`config.mk`:
```
export PLATFORM = sky130hd
export DESIGN_NAME = ex_mem_skid
export DESIGN_NICKNAME = d
export VERILOG_FILES = /design/src/rtl/ex_mem_skid.sv
export SDC_FILE = /design/constraint.sdc
export NUM_CORES = 1
export LEC_CHECK = 0
export BUFFER_PORTS_ARGS = -buffer_cell sky130_fd_sc_hd__buf_2
export CORE_MARGIN = 1
export CORE_UTILIZATION = 50
export CTS_BUF_LIST = sky130_fd_sc_hd__clkbuf_2
export CTS_CLUSTER_SIZE = 30
export DETAILED_ROUTE_END_ITERATION = 12
export PLACE_DENSITY = 0.76
export SETUP_SLACK_MARGIN = 0.4
export SLEW_MARGIN = 10
export SYNTH_ARGS = -nofsm -noshare
export SYNTH_HDL_FRONTEND = slang
export SYNTH_SLANG_ARGS = --single-unit
```
`constraint.sdc`:
```
create_clock -name clk -period 2.3 [get_ports clk]
set_input_delay 0.345 -clock clk [delete_from_list [all_inputs] [get_ports clk]]
set_output_delay 0.345 -clock clk [all_outputs]
set_load 0.01 [all_outputs]
```
`src/rtl/ex_mem_skid.sv`:
```
// EX/MEM boundary: two-entry skid buffer between execute and memory.
// Optional stall counter enabled by defining EXMEM_PERF_EN.
module ex_mem_skid #(
  parameter int WIDTH      = 32,
  parameter int REG_ADDR_W = 5
) (
  input  logic                  clk,
  input  logic                  rst_n,
  input  logic                  flush,
  input  logic                  ex_valid,
  output logic                  ex_ready,
  input  logic [WIDTH-1:0]      alu_result,
  input  logic                  alu_zero,
  input  logic [WIDTH-1:0]      rs2_data,
  input  logic [WIDTH-1:0]      pc_plus4,
  input  logic [REG_ADDR_W-1:0] rd_addr,
  input  logic                  reg_write,
  input  logic                  mem_read,
  input  logic                  mem_write,
  input  logic [1:0]            result_src,
  input  logic [2:0]            funct3,
  output logic                  mem_valid,
  input  logic                  mem_ready,
  output logic [WIDTH-1:0]      mem_alu_result,
  output logic                  mem_zero,
  output logic [WIDTH-1:0]      mem_rs2_data,
  output logic [WIDTH-1:0]      mem_pc_plus4,
  output logic [REG_ADDR_W-1:0] mem_rd_addr,
  output logic                  mem_reg_write,
  output logic                  mem_mem_read,
  output logic                  mem_mem_write,
  output logic [1:0]            mem_result_src,
  output logic [2:0]            mem_funct3,
  output logic                  mem_misaligned,
  output logic [31:0]           stall_cycles
);

  typedef struct packed {
    logic [WIDTH-1:0]      alu;
    logic                  zero;
    logic [WIDTH-1:0]      rs2;
    logic [WIDTH-1:0]      pc4;
    logic [REG_ADDR_W-1:0] rd;
    logic                  rw;
    logic                  mr;
    logic                  mw;
    logic [1:0]            src;
    logic [2:0]            f3;
    logic                  mis;
  } ent_t;

  ent_t head_q;
  ent_t skid_q;
  logic head_v;
  logic skid_v;
  ent_t in_e;
  logic mis;
  logic accept;
  logic pop;

  assign ex_ready  = !skid_v;
  assign mem_valid = head_v;
  assign accept    = ex_valid && !skid_v;
  assign pop       = head_v && mem_ready;

  // Bundle the incoming instruction and tag misaligned accesses.
  always_comb begin
    mis = 1'b0;
    unique case (1'b1)
      funct3[1:0] == 2'b01: mis = alu_result[0];
      funct3[1:0] == 2'b10: mis = |alu_result[1:0];
      default:              mis = 1'b0;
    endcase
    in_e      = '0;
    in_e.alu  = alu_result;
    in_e.zero = alu_zero;
    in_e.rs2  = rs2_data;
    in_e.pc4  = pc_plus4;
    in_e.rd   = rd_addr;
    in_e.rw   = reg_write;
    in_e.mr   = mem_read;
    in_e.mw   = mem_write;
    in_e.src  = result_src;
    in_e.f3   = funct3;
    in_e.mis  = (mem_read | mem_write) & mis;
  end

  // Head/skid update; flush kills valids but leaves data.
  always_ff @(posedge clk or negedge rst_n) begin
    if (!rst_n) begin
      head_v <= 1'b0;
      skid_v <= 1'b0;
      head_q <= '0;
      skid_q <= '0;
    end else if (flush) begin
      head_v <= 1'b0;
      skid_v <= 1'b0;
    end else if (pop && skid_v) begin
      head_q <= skid_q;
      skid_v <= accept;
      if (accept) begin
        skid_q <= in_e;
      end
    end else if (pop) begin
      head_v <= accept;
      if (accept) begin
        head_q <= in_e;
      end
    end else if (!head_v) begin
      head_v <= accept;
      if (accept) begin
        head_q <= in_e;
      end
    end else if (accept) begin
      skid_v <= 1'b1;
      skid_q <= in_e;
    end
  end

  assign mem_alu_result = head_q.alu;
  assign mem_zero       = head_q.zero;
  assign mem_rs2_data   = head_q.rs2;
  assign mem_pc_plus4   = head_q.pc4;
  assign mem_rd_addr    = head_q.rd;
  assign mem_reg_write  = head_q.rw;
  assign mem_mem_read   = head_q.mr;
  assign mem_mem_write  = head_q.mw;
  assign mem_result_src = head_q.src;
  assign mem_funct3     = head_q.f3;
  assign mem_misaligned = head_q.mis;

`ifdef EXMEM_PERF_EN
  logic [31:0] stall_q;

  // Saturating count of cycles the head waits on memory.
  always_ff @(posedge clk or negedge rst_n) begin
    if (!rst_n) begin
      stall_q <= '0;
    end else if (head_v && !mem_ready && stall_q != '1) begin
      stall_q <= stall_q + 32'd1;
    end
  end

  assign stall_cycles = stall_q;
`else
  assign stall_cycles = '0;
`endif

endmodule

```
==> results.toml, run 1 <==
[setup_path]
worst_r2r_startpoint = "mem_valid"
max_stage_delay_ps = 470
criticalPathCategory = "reg -> reg"
cp_slowest_cell = "dfrtp_2"
cp_num_buf_inv = 3
critical_path.startpoint_type = "flop"
worst-r2r-setup-slack_ps = 440
ff2ff_path_depth = 5
critical-path-top-cell-by-count = "buf_4"
regToRegEndpoint = "mem_pc_plus4[23]"
timing.critical_path.required_ps = 2950
critical_path_peak_fanout = 28
critPathCaptureType = "flop"
top_family_by_delay_on_critical_path = "buffers and inverters"
cp.arrival_ps = 2520
path_cells = "buf_4 -> a221oi_4 -> buf_4 -> buf_8 -> mux2_2"

[floorplanning]
die_w_um = 144
floorplan.initialDensity_pct = 51.2
std_cell_rows = 51
design.die.area_um2 = 20600
floorplan.io_pins = 260
die_height_um = 144
core_area_um2 = 19600

[hold_path]
min_to = "skid_q[89]"
worst_hold_path_type = "in -> reg"
min_delay_path_depth = 3
min-delay-start = "alu_result[10]"

[power_and_ir_drop]
power.share.switching_pct = 29.0
total_leakage_power_nw = 6.20
comb_power_share_pct = 22.9
power_frac_clock_pct = 24.1
power.internal_mw = 7.17
power_switching_mw = 2.93
pwr-share-seq_pct = 52.9
ir_drop_mv = 0.528
power-per-cell-area_nw_per_um2 = 769

[cts]
cts.sink_count = 224
total_cts_buffers = 55
cts-root-buf = "clkbuf_2"
cts_tree = "done"
clock_transition_at_path_regs_ps = 110
clk-insertion-delay-late_ps = 780
htree_num_levels = 2
clock_tree.buffer_depth = 3

[route]
detail-route-antenna-nets = 0
drt_iter0_drc = 143
remaining_drc_errors = 0
detailed_routing_iteration_count_for_the_pre_antenna_repair_pass = 4
via_count = 6524
drt-vias-per-instance = 4.91
drt-total-wl_um = 21800
route.detailed.wl_per_inst_um = 16.4

[final_layout]
final_cell_mix = "294 x mux2_2, 225 x buf_2, 223 x dfrtp_1, 116 x dlygate4sd3_1, 84 x clkbuf_2"
post_route_cells_drive_above_1_share_pct = 60.7
finish.net_count = 1150
layout_commonest_cell = "mux2_2"
synth_to_final_area_change_pct = 30.9
fin_area_um2 = 13100

[grt]
use_met1_pct = 24.9
grt_pass1_vias = 6729
groute.layer.met2.usage_pct = 35.0
globalRoute.busiestLayer = "met2"
maximum_number_of_pins_on_one_net_before_global_route_repair = 75
grt_first_pass_wirelength_um = 33300
global_routing_usage_summed_across_all_routing_layers_pct = 20.5
antenna_found_initial = 1
globalRoute.totalOverflow = 0
globalRouteMet3Util_pct = 5.70

[flow_run]
max_cap_violations = 0

[sta]
final.min_clock_period_ps = 1860
hold_ws_ps = 339
aggregate_negative_setup_slack_ps = 0
layout_worst_path_cycle_share_pct = 81.1
grt_setup_unrepaired = "true"
finalSetupViolations = 0
maxSlewViolCount = 0
maxClockFrequency_mhz = 536
finalHoldViolCount = 0
fin_worst_skew_ps = 25.2

[run_status]
outcome = "complete, no violations"

[place]
buffer_ports.inserted = 227
placed_area_um2 = 11400
gp_weighted_congestion = 0.718
hpwlAfterDp_um = 12300

[logic_synthesis]
yosys_warnings = 0
postSynthAreaPerCell_um2 = 15.5
seq_area_frac_synth_pct = 55.9
syn-instance-count = 647
netlist_area_um2 = 10000
synth_seq_cells = 224
synth.lib_cells_used.distinct = 23
[through the flow]
stage	instances	setup WS [ps]	utilization (%)	power, mW
final	1330	435	67.0	10.1
after global routing	1330	357	67.0	10.8
after CTS	1320	383	66.4	10.2
after detailed placement	1114	338	58.0	7.55
after global placement	1114	390	58.0	7.44
after floorplan	678	528	-	6.68
[worst reg2reg max path: cells and delay by family, from the launching register on]
kind / cells / cell delay [ps]
DFF: 1 / 470
muxes: 1 / 380
AOI/OAI and AO/OA: 1 / 280
buffers and inverters: 3 / 630
[how the worst max path moves through the flow]
stage,from,cells after the start,end
floorplan,mem_valid,7,mem_pc_plus4[0]
global placement,mem_valid,4,mem_rs2_data[6]
detailed placement,mem_valid,4,mem_rs2_data[3]
CTS,skid_v,3,ex_ready
global route,skid_v,3,ex_ready
finish,mem_valid,5,mem_pc_plus4[23]
[repair_timing]
action,CTS,global route
pin swaps,0,1
gates cloned,1,4
hold buffers,115,1
setup endpoints to repair,138,161
endpoints found under the hold margin,448,12
gates resized for setup,1,10
setup buffers,2,4
[flip-flops by register name, indices dropped and copies added (netlist names)]
register and count:
mem_mem_write 1, mem_result_src 2, mem_funct3 3, mem_alu_result 32, skid_q 111, mem_mem_read 1, mem_pc_plus4 32, skid_v 1
mem_misaligned 1, mem_valid 1, mem_rd_addr 5, mem_zero 1, mem_rs2_data 32, mem_reg_write 1
[synth_stat cells]
master / n / share of area (%)
nand3_1: 1 / 0.050
a211oi_1: 1 / 0.075
conb_1: 1 / 0.037
mux2_4: 10 / 1.5
ha_1: 2 / 0.25
nor3_1: 1 / 0.050
and3_1: 1 / 0.062
nand2_1: 1 / 0.037
buf_6: 6 / 0.67
o21ai_0: 1 / 0.050
nand2b_1: 1 / 0.062
buf_2: 16 / 0.80
mux2_2: 294 / 33
buf_4: 47 / 3.5
o41ai_1: 1 / 0.087
dfrtp_1: 224 / 56
mux2_1: 28 / 3.1
o22ai_1: 1 / 0.062
nor4b_2: 1 / 0.15
inv_1: 4 / 0.15
nand4_1: 1 / 0.062
a21oi_1: 3 / 0.15
a221oi_2: 1 / 0.15
[logic make-up (layout without fill, tap and decap cells)]
group                      Yosys count  in the layout  synth area share [%]
other                                1             33                0.0374
buffers and inverters               73            459                  5.14
muxes                              332            332                  37.6
and+or+nand+nor                      7              7                 0.474
DFF                                224            224                  55.9
AOI/OAI and AO/OA                    8              8                 0.574
adders and majority gates            2              2                 0.249
[layer usage]
metal	part of all wire, %	up-vias	routed length [um]
li1	-	3045	-
met1	44	3248	9490
met2	49	199	10700
met3	5.9	32	1280
met4	1.5	0	317
met5	0	-	0
[area by class of cell]
type                    instances  area, um2
diodes                          1       2.50
clock buffers                  83        415
clock inverters                 5       21.3
fillers                      1419       6460
inverters                       4       15.0
multi-input cells             381       4060
flip-flops and latches        224       5610
well taps                     265        332
repair buffers                367       2680
[power groups by stage]
stage	sequential (mW)	combinational (mW)	clock, mW
3_3_place_gp	5.37	2.07	0
4_1_cts	5.34	2.30	2.54
2_1_floorplan	5.55	1.13	0
6_report	5.35	2.32	2.44
3_5_place_dp	5.42	2.13	0
5_1_grt	5.47	2.52	2.77
Note: power is estimated with default switching activity, not from simulation.
==> run 2, diff against run 1 <==
PLACE_DENSITY = 0.79   (was 0.76)
clock period = 1.6 ns   (was 2.3 ns; I/O delays follow)
==> run 2 against run 1 <==
The flow now finishes with violations (setup timing); sequential power rose by 51%; register-to-register slack lost 790 ps; largest cell class unchanged; cell area rose by 25%; utilization is 17 points higher; first-iteration DRC count grew 87%; sequential cell count unchanged; wire length up 66%; clock power grew 61%; fmax decreased by 4.8%; clock-buffer cell count down 2.
==> results.toml, run 2 (synthesis results as in run 1) <==
[floorplanning]
core_area_um2 = 19600
floorplan.initialDensity_pct = 51.2
floorplan.io_pins = 260
die_w_um = 144
std_cell_rows = 51
die_height_um = 144
design.die.area_um2 = 20600

[setup_path]
criticalPathCategory = "reg -> reg"
critical-path-top-cell-by-count = "buf_12"
ff2ff_path_depth = 7
critPathCaptureType = "flop"
top_family_by_delay_on_critical_path = "buffers and inverters"
critical_path.startpoint_type = "flop"
regToRegEndpoint = "mem_rs2_data[5]"
cp_num_buf_inv = 4
max_stage_delay_ps = 450
worst-r2r-setup-slack_ps = -360
worst_r2r_startpoint = "skid_v"
path_cells = "nand2b_4 -> a221oi_4 -> buf_6 -> buf_12 -> buf_12 -> buf_16 -> mux2_4"
critical_path_peak_fanout = 7
cp_slowest_cell = "dfrtp_1"
timing.critical_path.required_ps = 2310
cp.arrival_ps = 2670

[sta]
aggregate_negative_setup_slack_ps = -58180
final_worst_setup_slack_ps = -359
finalHoldViolCount = 0
final.min_clock_period_ps = 1960
maxSlewViolCount = 0
maxClockFrequency_mhz = 511
grt_setup_unrepaired = "true"
fin_worst_skew_ps = 43.0
hold_ws_ps = 189
finalSetupViolations = 286
layout_worst_path_cycle_share_pct = 122

[route]
remaining_drc_errors = 0
drt-vias-per-instance = 5.34
detailed_routing_iteration_count_for_the_pre_antenna_repair_pass = 4
via_count = 7946
detail-route-antenna-nets = 0
route.detailed.wl_per_inst_um = 24.4
drt_iter0_drc = 268
drt-total-wl_um = 36300

[hold_path]
min-delay-start = "rd_addr[0]"
min_delay_path_depth = 3
worst_hold_path_type = "in -> reg"
min_to = "skid_q[9]"

[flow_run]
max_cap_violations = 0

[grt]
maximum_number_of_pins_on_one_net_before_global_route_repair = 50
antenna_found_initial = 2
globalRoute.totalOverflow = 0
grt_pass1_vias = 7846
grt_first_pass_wirelength_um = 41600
global_routing_usage_summed_across_all_routing_layers_pct = 26.3

[place]
hpwlAfterDp_um = 14400
buffer_ports.inserted = 227
placed_area_um2 = 11900
gp_weighted_congestion = 0.764

[final_layout]
layout_commonest_cell = "mux2_4"
largest_register_ff_count = 111
post_route_cells_drive_above_1_share_pct = 67.0
finish.net_count = 1295
top_register = "skid_q"
fin_area_um2 = 16500
synth_to_final_area_change_pct = 64.1
final_cell_mix = "298 x mux2_4, 223 x dfrtp_1, 179 x buf_2, 116 x dlygate4sd3_1, 81 x clkbuf_2"

[cts]
clk-insertion-delay-late_ps = 820
htree_num_levels = 2
total_cts_buffers = 57
cts-root-buf = "clkbuf_2"
clock_transition_at_path_regs_ps = 130
cts_tree = "done"
clock_tree.buffer_depth = 3
cts.sink_count = 224

[power_and_ir_drop]
comb_power_share_pct = 32.0
ir_drop_mv = 0.965
pwr-share-seq_pct = 45.8
power_frac_clock_pct = 22.2
power-per-cell-area_nw_per_um2 = 1070
total_leakage_power_nw = 8.37
power.share.switching_pct = 31.6
power.internal_mw = 12.1
power_switching_mw = 5.58

[run_status]
outcome = "complete, but fails checks"
failed_checks = "setup timing"
[run 2: cell types whose count changed in the layout (fill, tap and decap cells not counted), moves of 15 or more]
cell and change:
buf_12 +28, buf_2 -46, buf_4 +70, buf_6 +63, clkinv_1 +15, mux2_1 -28, mux2_2 -260, mux2_4 +288
[run 2: cell type report]
cell class                 count  area [um2]
clock inverter                21        82.6
fill                         867        3130
timing repair buffer         510        4860
clock buffer                  81         405
tap                          265         332
multi-input combinational    381        5150
sequential                   224        5610
antenna                        1        2.50
inverter                       4        15.0
[run 2: stage by stage]
stage               util, %  setup WS [ps]  cells  power [mW]
floorplan                 -          -74.3    678        9.65
global placement       61.0           -137   1162        10.8
detailed placement     61.0           -178   1162        11.0
CTS                    75.5           -229   1418        15.8
global route           84.0           -392   1487        18.3
finish                 84.0           -359   1487        17.7
[run 2: tightest hold or removal path, delay by kind of cell]
| family | cells | cell delay (ps) |
|---|---|---|
| buf+inv | 2 | 630 |
| mux | 1 | 140 |
[run 2: power by group through the flow]
stage	Sequential [mW]	Combinational, mW	Clock, mW
after global routing	8.16	5.92	4.26
after global placement	7.75	3.09	0
after CTS	7.77	4.22	3.80
after detailed placement	7.82	3.20	0
final	8.08	5.65	3.93
after floorplan	7.98	1.67	0
[run 2: how the worst max path moves through the flow]
stage                          from               end  cells after the start
after floorplan           mem_valid   mem_pc_plus4[0]                      7
after global placement       skid_v        skid_q[29]                      5
after detailed placement     skid_v        skid_q[54]                      5
after CTS                    skid_v  mem_rs2_data[29]                      7
after global routing         skid_v   mem_rs2_data[5]                      7
final                        skid_v   mem_rs2_data[5]                      7
[run 2: repair_timing]
action,CTS,global route
gates resized for setup,178,224
endpoints found under the hold margin,448,0
hold buffers,116,0
gates cloned,7,15
setup buffers,31,53
endpoints found under the setup margin,335,336
pin swaps,1,1
[run 2: metal layers]
| layer | track usage [%] | vias to the layer above | wire [um] |
|---|---|---|---|
| li1 | - | 3341 | - |
| met1 | 31.4 | 4130 | 13400 |
| met2 | 46.1 | 367 | 19400 |
| met3 | 6.30 | 106 | 2160 |
| met4 | 9.57 | 2 | 1350 |
| met5 | 0 | - | 11 |
